## config.mk

```make
export PLATFORM = sky130hd
export DESIGN_NAME = tdc_raw_encoder
export DESIGN_NICKNAME = d
export VERILOG_FILES = /design/src/rtl/tdc_pkg.sv /design/src/rtl/tdc_therm_decode.sv /design/src/rtl/tdc_raw_encoder.sv
export SDC_FILE = /design/constraint.sdc
export NUM_CORES = 1
export LEC_CHECK = 0
export ABC_AREA = 1
export BUFFER_PORTS_ARGS = -buffer_cell sky130_fd_sc_hd__buf_2
export CAP_MARGIN = 20
export CELL_PAD_IN_SITES_DETAIL_PLACEMENT = 0
export CELL_PAD_IN_SITES_GLOBAL_PLACEMENT = 1
export CORE_ASPECT_RATIO = 1.2
export CORE_MARGIN = 2
export CORE_UTILIZATION = 40
export CTS_CLUSTER_DIAMETER = 200
export CTS_CLUSTER_SIZE = 8
export DETAILED_ROUTE_END_ITERATION = 7
export PLACE_DENSITY_LB_ADDON = 0.1
export RECOVER_POWER = 100
export SYNTH_ARGS = -nofsm -noshare
export SYNTH_HDL_FRONTEND = slang
export SYNTH_SLANG_ARGS = --single-unit
```

## constraint.sdc

```tcl
create_clock -name Clk -period 16.2 [get_ports Clk]
set_clock_uncertainty 0.1 [all_clocks]
set_input_delay 4.05 -clock Clk [delete_from_list [all_inputs] [get_ports Clk]]
set_output_delay 4.05 -clock Clk [all_outputs]
set_load 0.1 [all_outputs]
```

## src/rtl/tdc_pkg.sv

```systemverilog
// tdc_pkg
//   Shared definitions for the TDC raw encoder:
//   - default tap counts and code widths of the current delay line
//   - ceil_log2: constant function used to size counters and codes
//   - code_width_ok: elaboration-time check that a combined
//     coarse*TAPS+fine code fits its configured width
package tdc_pkg;

    localparam int TOA_TAPS_DEF = 63;
    localparam int TOT_TAPS_DEF = 21;
    localparam int CNT_W_DEF    = 3;
    localparam int TOA_W_DEF    = 10;
    localparam int TOT_W_DEF    = 9;
    localparam int DROP_W_DEF   = 8;

    // Smallest w such that 2**w >= value.
    function automatic int ceil_log2(input int value);
        int          width;
        longint      span;
        width = 0;
        span  = 1;
        while (span < longint'(value)) begin
            span  = span << 1;
            width = width + 1;
        end
        return width;
    endfunction

    // True when a code of codeW bits can hold every value 0..(2**cntW)*taps.
    function automatic bit code_width_ok(input int cntW, input int taps, input int codeW);
        return codeW >= ceil_log2((1 << cntW) * taps + 1);
    endfunction

endpackage

```

## src/rtl/tdc_therm_decode.sv

```systemverilog
// tdc_therm_decode
//   Decodes one registered thermometer snapshot into a fine count.
//   S2 stage: bubble correction + thermometer-validity check (registered).
//   S3 stage: popcount of the corrected vector (registered).
//   Data registers run every cycle; hit validity is tracked by the parent.
// Ports:
//   clk_i      rising-edge clock
//   rst_i      asynchronous active-high reset
//   raw_i      S1-registered snapshot, bit 0 = first tap
//   fine_o     S3 fine count (0..TAPS)
//   thermOk_o  S3 flag: corrected vector was a clean thermometer code
module tdc_therm_decode
    import tdc_pkg::*;
#(
    parameter int TAPS   = TOA_TAPS_DEF,
    parameter int FINE_W = ceil_log2(TAPS + 1)
) (
    input  logic              clk_i,
    input  logic              rst_i,
    input  logic [TAPS-1:0]   raw_i,
    output logic [FINE_W-1:0] fine_o,
    output logic              thermOk_o
);

    logic [TAPS+1:0]   rawExt;
    logic [TAPS-1:0]   corr_d;
    logic [TAPS-1:0]   corr_q;
    logic              ok_d;
    logic              ok2_q;
    logic [FINE_W-1:0] fine_d;
    logic [FINE_W-1:0] fine_q;
    logic              ok3_q;

    // Padding models a tap before the line that has always fired (1) and a
    // tap past the end that never fires (0), so edge taps correct sensibly.
    assign rawExt = {1'b0, raw_i, 1'b1};

    // 3-input majority; rawExt[i+1] is tap i, rawExt[i] and rawExt[i+2] its neighbours.
    always_comb begin
        corr_d = '0;
        for (int i = 0; i < TAPS; i++) begin
            corr_d[i] = (rawExt[i] & rawExt[i+1]) | (rawExt[i] & rawExt[i+2]) |
                        (rawExt[i+1] & rawExt[i+2]);
        end
    end

    // A one above a zero means the vector is not of the form 0..01..1.
    always_comb begin
        ok_d = 1'b1;
        for (int i = 1; i < TAPS; i++) begin
            if (corr_d[i] && !corr_d[i-1]) begin
                ok_d = 1'b0;
            end
        end
    end

    always_comb begin
        fine_d = '0;
        for (int i = 0; i < TAPS; i++) begin
            fine_d = fine_d + FINE_W'(corr_q[i]);
        end
    end

    always_ff @(posedge clk_i or posedge rst_i) begin
        if (rst_i) begin
            corr_q <= '0;
            ok2_q  <= 1'b0;
            fine_q <= '0;
            ok3_q  <= 1'b0;
        end else begin
            corr_q <= corr_d;
            ok2_q  <= ok_d;
            fine_q <= fine_d;
            ok3_q  <= ok2_q;
        end
    end

    assign fine_o    = fine_q;
    assign thermOk_o = ok3_q;

endmodule

```

## src/rtl/tdc_raw_encoder.sv

```systemverilog
// tdc_raw_encoder
//   Converts TOA/TOT thermometer snapshots plus coarse counts into binary
//   codes through a 3-stage pipeline and a single-entry valid/ready output
//   register. The pipeline never stalls: a word arriving while the output
//   is held is dropped and counted in DropCnt.
// Ports:
//   Clk, Reset          clock, asynchronous active-high reset
//   RawValid            one-cycle strobe qualifying TOARaw/TOTRaw/TOACnt/TOTCnt/CalMode
//   TOARaw, TOTRaw      thermometer snapshots, bit 0 = first tap
//   TOACnt, TOTCnt      coarse ripple-counter values
//   CalMode             1 = output fine codes only (sampled per hit)
//   DoutReady           consumer accepts the output word
//   DoutValid           output word valid
//   TOACode, TOTCode    encoded codes, saturated to all ones on overflow
//   ErrFlag             TOA or TOT was not a thermometer code after correction
//   DropCnt             saturating count of words lost to backpressure
module tdc_raw_encoder
    import tdc_pkg::*;
#(
    parameter int TOA_TAPS = TOA_TAPS_DEF,
    parameter int TOT_TAPS = TOT_TAPS_DEF,
    parameter int CNT_W    = CNT_W_DEF,
    parameter int TOA_W    = TOA_W_DEF,
    parameter int TOT_W    = TOT_W_DEF,
    parameter int DROP_W   = DROP_W_DEF
) (
    input  logic                Clk,
    input  logic                Reset,
    input  logic                RawValid,
    input  logic [TOA_TAPS-1:0] TOARaw,
    input  logic [TOT_TAPS-1:0] TOTRaw,
    input  logic [CNT_W-1:0]    TOACnt,
    input  logic [CNT_W-1:0]    TOTCnt,
    input  logic                CalMode,
    input  logic                DoutReady,
    output logic                DoutValid,
    output logic [TOA_W-1:0]    TOACode,
    output logic [TOT_W-1:0]    TOTCode,
    output logic                ErrFlag,
    output logic [DROP_W-1:0]   DropCnt
);

    localparam int TOA_FW = ceil_log2(TOA_TAPS + 1);
    localparam int TOT_FW = ceil_log2(TOT_TAPS + 1);
    localparam logic [31:0] TOA_MAX = 32'((64'd1 << TOA_W) - 64'd1);
    localparam logic [31:0] TOT_MAX = 32'((64'd1 << TOT_W) - 64'd1);

    if (!code_width_ok(CNT_W, TOA_TAPS, TOA_W)) begin : gToaWidthCheck
        $error("tdc_raw_encoder: TOA_W too narrow for CNT_W and TOA_TAPS");
    end
    if (!code_width_ok(CNT_W, TOT_TAPS, TOT_W)) begin : gTotWidthCheck
        $error("tdc_raw_encoder: TOT_W too narrow for CNT_W and TOT_TAPS");
    end

    logic [TOA_TAPS-1:0] toaRaw_q;
    logic [TOT_TAPS-1:0] totRaw_q;
    logic [CNT_W-1:0]    toaCnt1_q, toaCnt2_q, toaCnt3_q;
    logic [CNT_W-1:0]    totCnt1_q, totCnt2_q, totCnt3_q;
    logic                cal1_q, cal2_q, cal3_q;
    logic                v1_q, v2_q, v3_q;

    logic [TOA_FW-1:0]   toaFine;
    logic [TOT_FW-1:0]   totFine;
    logic                toaOk, totOk;

    logic [31:0]         toaSum, totSum;
    logic [TOA_W-1:0]    toaNew;
    logic [TOT_W-1:0]    totNew;
    logic                outFree;

    logic                doutValid_d, doutValid_q;
    logic [TOA_W-1:0]    toaCode_d, toaCode_q;
    logic [TOT_W-1:0]    totCode_d, totCode_q;
    logic                err_d, err_q;
    logic [DROP_W-1:0]   dropCnt_d, dropCnt_q;

    // S1 capture plus the side-band (coarse counts, mode, valid) that must
    // travel alongside the fine decode to reach the combine step aligned.
    always_ff @(posedge Clk or posedge Reset) begin
        if (Reset) begin
            v1_q      <= 1'b0;
            v2_q      <= 1'b0;
            v3_q      <= 1'b0;
            toaRaw_q  <= '0;
            totRaw_q  <= '0;
            toaCnt1_q <= '0;
            totCnt1_q <= '0;
            cal1_q    <= 1'b0;
            toaCnt2_q <= '0;
            totCnt2_q <= '0;
            cal2_q    <= 1'b0;
            toaCnt3_q <= '0;
            totCnt3_q <= '0;
            cal3_q    <= 1'b0;
        end else begin
            v1_q <= RawValid;
            if (RawValid) begin
                toaRaw_q  <= TOARaw;
                totRaw_q  <= TOTRaw;
                toaCnt1_q <= TOACnt;
                totCnt1_q <= TOTCnt;
                cal1_q    <= CalMode;
            end
            v2_q      <= v1_q;
            toaCnt2_q <= toaCnt1_q;
            totCnt2_q <= totCnt1_q;
            cal2_q    <= cal1_q;
            v3_q      <= v2_q;
            toaCnt3_q <= toaCnt2_q;
            totCnt3_q <= totCnt2_q;
            cal3_q    <= cal2_q;
        end
    end

    tdc_therm_decode #(
        .TAPS   (TOA_TAPS),
        .FINE_W (TOA_FW)
    ) uToaDecode (
        .clk_i     (Clk),
        .rst_i     (Reset),
        .raw_i     (toaRaw_q),
        .fine_o    (toaFine),
        .thermOk_o (toaOk)
    );

    tdc_therm_decode #(
        .TAPS   (TOT_TAPS),
        .FINE_W (TOT_FW)
    ) uTotDecode (
        .clk_i     (Clk),
        .rst_i     (Reset),
        .raw_i     (totRaw_q),
        .fine_o    (totFine),
        .thermOk_o (totOk)
    );

    // Combine in 32 bits so overflow is detectable before narrowing.
    always_comb begin
        toaSum = cal3_q ? 32'(toaFine) : 32'(toaCnt3_q) * 32'(TOA_TAPS) + 32'(toaFine);
        totSum = cal3_q ? 32'(totFine) : 32'(totCnt3_q) * 32'(TOT_TAPS) + 32'(totFine);
        toaNew = (toaSum > TOA_MAX) ? '1 : toaSum[TOA_W-1:0];
        totNew = (totSum > TOT_MAX) ? '1 : totSum[TOT_W-1:0];
    end

    assign outFree = !doutValid_q || DoutReady;

    // Output register: a free register (empty or being drained) loads the
    // new word with no gap; a held word is never overwritten, the newcomer
    // is dropped instead.
    always_comb begin
        doutValid_d = doutValid_q;
        toaCode_d   = toaCode_q;
        totCode_d   = totCode_q;
        err_d       = err_q;
        dropCnt_d   = dropCnt_q;
        if (v3_q) begin
            if (outFree) begin
                doutValid_d = 1'b1;
                toaCode_d   = toaNew;
                totCode_d   = totNew;
                err_d       = !toaOk || !totOk;
            end else if (dropCnt_q != {DROP_W{1'b1}}) begin
                dropCnt_d = dropCnt_q + 1'b1;
            end
        end else if (DoutReady) begin
            doutValid_d = 1'b0;
        end
    end

    always_ff @(posedge Clk or posedge Reset) begin
        if (Reset) begin
            doutValid_q <= 1'b0;
            toaCode_q   <= '0;
            totCode_q   <= '0;
            err_q       <= 1'b0;
            dropCnt_q   <= '0;
        end else begin
            doutValid_q <= doutValid_d;
            toaCode_q   <= toaCode_d;
            totCode_q   <= totCode_d;
            err_q       <= err_d;
            dropCnt_q   <= dropCnt_d;
        end
    end

    assign DoutValid = doutValid_q;
    assign TOACode   = toaCode_q;
    assign TOTCode   = totCode_q;
    assign ErrFlag   = err_q;
    assign DropCnt   = dropCnt_q;

endmodule

```

=== Word-level counts from Yosys, hierarchy flattened ===
Index checks and enable logic that the tools add are counted.

* RAM bits: 0
* Register bits after elaboration: 236
* Output and inout port bits: 29
* Latch bits: 0
* Memory bits (read-only): 0
* Logic and storage cells: 707
* Memories: 0
* Input port bits: 95

* Div/mod/pow operators: 0
* $lt $le $gt $ge: 2
* Shift operators: 0
* Multiplexer cells: 89
* Eq/ne operators: 2
* Add/subtract/negate cells: 85
* Bitwise gates (word level): 327
* $mul: 2
* Reduce and logical (&&, ||, !) cells: 173

{| class="wikitable"
|+ Operators with widths
! operator !! number
|-
| adder 6 x 1 -> 6 bit || 61
|-
| OR 1 bit || 164
|-
| bitwise AND 1 bit || 162
|-
| adder 5 x 1 -> 5 bit || 19
|-
| logical NOT 1 bit || 85
|-
| two-way mux 1 bit || 85
|-
| logical AND 1 bit || 82
|-
| two-way mux 10 bit || 2
|-
| two-way mux 9 bit || 2
|-
| adder 9 x 6 -> 10 bit || 1
|-
| greater-than comparator 10 bit (second input constant) || 1
|-
| adder 8 x 5 -> 9 bit || 1
|-
| greater-than comparator 9 bit (second input constant) || 1
|-
| multiplier 3 x 6 -> 9 bit (second input constant) || 1
|-
| adder 8 x 1 -> 8 bit (second input constant) || 1
|-
| multiplier 3 x 5 -> 8 bit (second input constant) || 1
|-
| inequality test 8 bit (second input constant) || 1
|-
| adder 1 x 1 -> 2 bit || 2
|-
| AND reduction 2 bit || 2
|-
| AND reduction 3 bit || 1
|-
| logical OR 1 bit || 2
|-
| inequality test 2 x 1 -> 1 bit (second input constant) || 1
|-
| nonzero test 2 bit || 1
|-
| inverter 1 bit || 1
|}

=== Depth between registers and ports, before layout ===
* Depth after elaboration: 66
* Depth in mapped cells: 21
* Mapped depth without buffers: 21

=== Hierarchy ===
A second synthesis with hierarchy kept.

* Cell total of the unflattened synthesis: 1,381
* Area total of the unflattened synthesis: 12,876.1 um^2

{| class="wikitable"
|+ Modules (own cells, without submodules)
! module !! sequential area each (um^2) !! area an instance (um^2) !! instances !! cells an instance
|-
| tdc_raw_encoder || 3,403.3 || 6,048.3 || 1 || 510
|-
| tdc_therm_decode (uToaDecode) || 1,776.7 || 5,103.6 || 1 || 663
|-
| tdc_therm_decode (uTotDecode) || 700.7 || 1,724.2 || 1 || 208
|}

=== Worst setup path before layout ===
No wires, ideal clock.

* Path kind: register to register
* Start point: register uToaDecode.corr_q[0]
* End point: register uToaDecode.fine_q[4], in the netlist uToaDecode.fine_o[4]
* Required time: 16.021 ns
* Path slack: 10.514 ns
* Library setup time: 0.079 ns
* Arrival: 5.507 ns
* Cell stages (with the launch flop): 16
* Period minus slack after synthesis: 5.686 ns
* Path buffers: 0
* Cells stage by stage: dfrtp_1 ha_1 inv_1 fa_1 inv_1 fa_1 fa_1 fa_1 fa_1 fa_1 fa_1 fa_1 inv_1 fa_1 o21ai_0 xor2_1

* Word-level cells in the longest chain between the ends: 62

{| class="wikitable"
|+ RTL lines
! element !! RTL line !! text
|-
| from (decl) || tdc_therm_decode.sv:27 || <nowiki>logic [TAPS-1:0] corr_q;</nowiki>
|-
| from (signal assigned) || tdc_therm_decode.sv:71 || <nowiki>corr_q <= corr_d;</nowiki>
|-
| adder 1 x 1 -> 2 bit || tdc_therm_decode.sv:60 || <nowiki>fine_d = fine_d + FINE_W'(corr_q[i]);</nowiki>
|-
| adder 6 x 1 -> 6 bit (61 in a row) || tdc_therm_decode.sv:60 ||
|-
| via uToaDecode.fine_d[4] || tdc_therm_decode.sv:30 || <nowiki>logic [FINE_W-1:0] fine_d;</nowiki>
|-
| to (signal assigned) || tdc_therm_decode.sv:73 || <nowiki>fine_q <= fine_d;</nowiki>
|-
| to (decl) || tdc_therm_decode.sv:31 || <nowiki>logic [FINE_W-1:0] fine_q;</nowiki>
|}

The timed path passes the listed nets, and every way through them passes these cells.
A chain may end at the register's enable or synchronous reset.

==> reports/summary.txt <==
Status: finished with violations
Failing checks: capacitance limit, slew limit
Count of cell types in the netlist: 32
CTS tree: yes
Post-layout min period: 9379 ps
Mux contribution to synthesized area: 0.01147
Chip Height: 197.2 um
Die Wd: 165.0 um
Syn Area/Cell: 8.930 um^2
Final #Nets: 1752
Post-cts sizing count: 0
Clk buf depth: 3
Max FO, Critical Path: 90
Period utilisation layout: 0.5790
Root Driver: clkbuf_16
Post-synthesis xor/xnor area fraction: 0.01056
Worst skew pair latency: 520 ps
Detailed Place HPWL: 18.90 mm
#FFs+latches synth: 235
Global placement routability congestion: 0.7798
# diodes: 0
Initial Util: 0.4070
Layout cells sized above 1: 0.09967
Slew margin rel.: -1.624
Clk slew on worst S/H paths: 50 ps
Multi-input gate area: 0.005355 mm^2
Vias: 8782
Leading area contributor after synthesis: dfrtp_1
Clock sinks: 235
Endpoints failing setup: 0
Area share of the largest cell type after synthesis: 0.4727
Final Hold Vio Count: 0
Syn Nets: 1612
Number of port buffers: 122
WL final: 25.40 mm
Least-Margin Pin Slew: 3915 ps
I/O pin total: 124
Synth area leaders: dfrtp_1 47%, nand2_1 13%, fa_1 12%
Hold slack: 241.3 ps
Seq/Total Area, Yosys: 0.4727
Initial DRT Pass Iterations: 4
Hold_buf cts: 0
Synth Instances: 1393
CP Launch Type: primary input
Largest family of logic cells by synthesized area: simple AND/OR/NAND/NOR gates
Wirelength per Cell: 13.16 um
Largest net degree at the start of global routing: 101
Simple-gate share of the synthesized area: 0.1742
Post-route ant nets: 0
Post-CTS Setup Bufs: 0
Crit Path Class: primary input to async pin
Area Growth Syn to Fin: 15.24%
Inst Count DP: 1891
Final slew viol count: 336
CTS H-tree depth: 2
Syn Std Cell Area: 0.01244 mm^2
Fmax: 106.6 MHz
Core area: 0.03057 mm^2
Max cap viols: 4
Residual DRC: 0
First-pass GRT wire length: 43.01 mm
CP Data Arrival Time: 9070 ps
Gr ovfl total: 0
Required time of the worst setup path: 15890 ps
Syn. warnings: 0
Die area: 0.03253 mm^2
Vias/cell: 4.548
FP Rows: 70
TritonCTS buffer count: 35
Adder-cell share of the synthesized area: 0.1706
TNS Setup: 0 ps
Drt initial violations: 344
Vias in the first global route: 8902
Setup WS pre-CTS: 10120 ps
Total track usage: 0.1658
Worst setup margin: 6821 ps
RSZ-0062 raised after global routing: false
Fill cells: 3047
Non-filler cells, final: 1931
Initial antenna violation count: 0
Class of the worst hold path: flip-flop to flip-flop
Compound-Gate Fraction of Synth Area: 0.06618
Reg area: 0.005881 mm^2
CP endpoint kind: async pin
## layout by cell type, fill, tap and decap left out, types with 33 or more instances in the layout
cell / Yosys / layout
a21oi_1: 34 / 35
buf_2: 12 / 93
clkbuf_1: 9 / 33
clkbuf_16: 0 / 36
dfrtp_1: 235 / 235
fa_1: 76 / 76
ha_1: 48 / 48
inv_1: 274 / 275
nand2_1: 436 / 437
nand3_1: 30 / 33
nor2_1: 50 / 51
o21ai_0: 107 / 108
## worst paths after layout
check | slack, ps | to | depth (start not counted) | from
worst max-delay path | 6820 | uToaDecode.corr_q[22] | 3 | Reset
worst min-delay path | 240 | cal3_q | 0 | cal2_q
worst max register to register | 10300 | uToaDecode.fine_o[4] | 18 | uToaDecode.corr_q[0]
worst min register to register | 240 | cal3_q | 0 | cal2_q
max in group Clk | 7260 | toaRaw_q[3] | 3 | RawValid
min in group asynchronous | 4610 | totRaw_q[17] | 2 | Reset
## logic make-up (layout without fill, tap and decap cells)
kind of cell | Yosys count | after routing
and+or+nand+nor | 545 | 545
buffers and inverters | 304 | 446
DFF | 235 | 235
AOI/OAI and AO/OA | 157 | 157
adders and majority gates | 124 | 124
xor gates and xnor gates | 15 | 15
muxes | 12 | 12
other | 1 | 1
## routing by layer
metal | up-vias | routed length, um | global-route usage
met2 | 140 | 12240 | 0.2744
li1 | 4485 | - | -
met1 | 4118 | 11690 | 0.2238
met4 | 0 | 556 | 0.05056
met3 | 39 | 918 | 0.02729
met5 | - | 0 | 0
## state kept, by name (all words and copies together), names as in the netlist, 3 cells and up
signal,count
DropCnt,8
toaRaw_q,63
totCnt3_q,3
toaCnt1_q,3
toaCnt3_q,3
totRaw_q,21
TOTCode,8
toaCnt2_q,3
uToaDecode.corr_q,63
TOACode,10
uToaDecode.fine_o,6
totCnt1_q,3
uTotDecode.corr_q,21
totCnt2_q,3
uTotDecode.fine_o,5
## synth_stat cells
master    count
mux2_2       10
inv_2         4
buf_4         3
o31ai_1       2
nor2_2        3
a21oi_2       1
xnor2_1       7
conb_1        1
o21ai_1       2
nand2_1     436
buf_2        12
xor2_1        8
nand2_2       3
ha_1         48
inv_1       274
o21ai_4       1
nand3_1      30
a21oi_1      34
a21o_1        1
dfrtp_1     235
o21ai_0     107
clkinv_1      1
o211ai_1      2
clkinv_2      1
nand3_2       3
fa_1         76
a31oi_1       6
clkbuf_1      9
o21bai_1      1
mux2_4        2
nand4_1      20
nor2_1       50
## worst max-delay path: stages
cell        delay, ps
buf_2             100
clkinvlp_2       2190
clkbuf_1         2630
## through the flow
stage	util	area (um^2)
after detailed placement	0.4406	13470
final	0.4690	14340
after global placement	0.4406	13470
after global routing	0.4690	14340
after CTS	0.4712	14400
after floorplan	-	12440
## area by class of cell
type	count	share of cell area
inverter	280	0.07349
timing repair buffer	127	0.04303
sequential	235	0.4102
clock buffer	36	0.06284
multi-input combinational	854	0.3736
clock inverter	3	0.002269
tap	396	0.03456
Power is not shown: default switching activity piles up to over one toggle a cycle in this logic, so the estimate is an artifact.
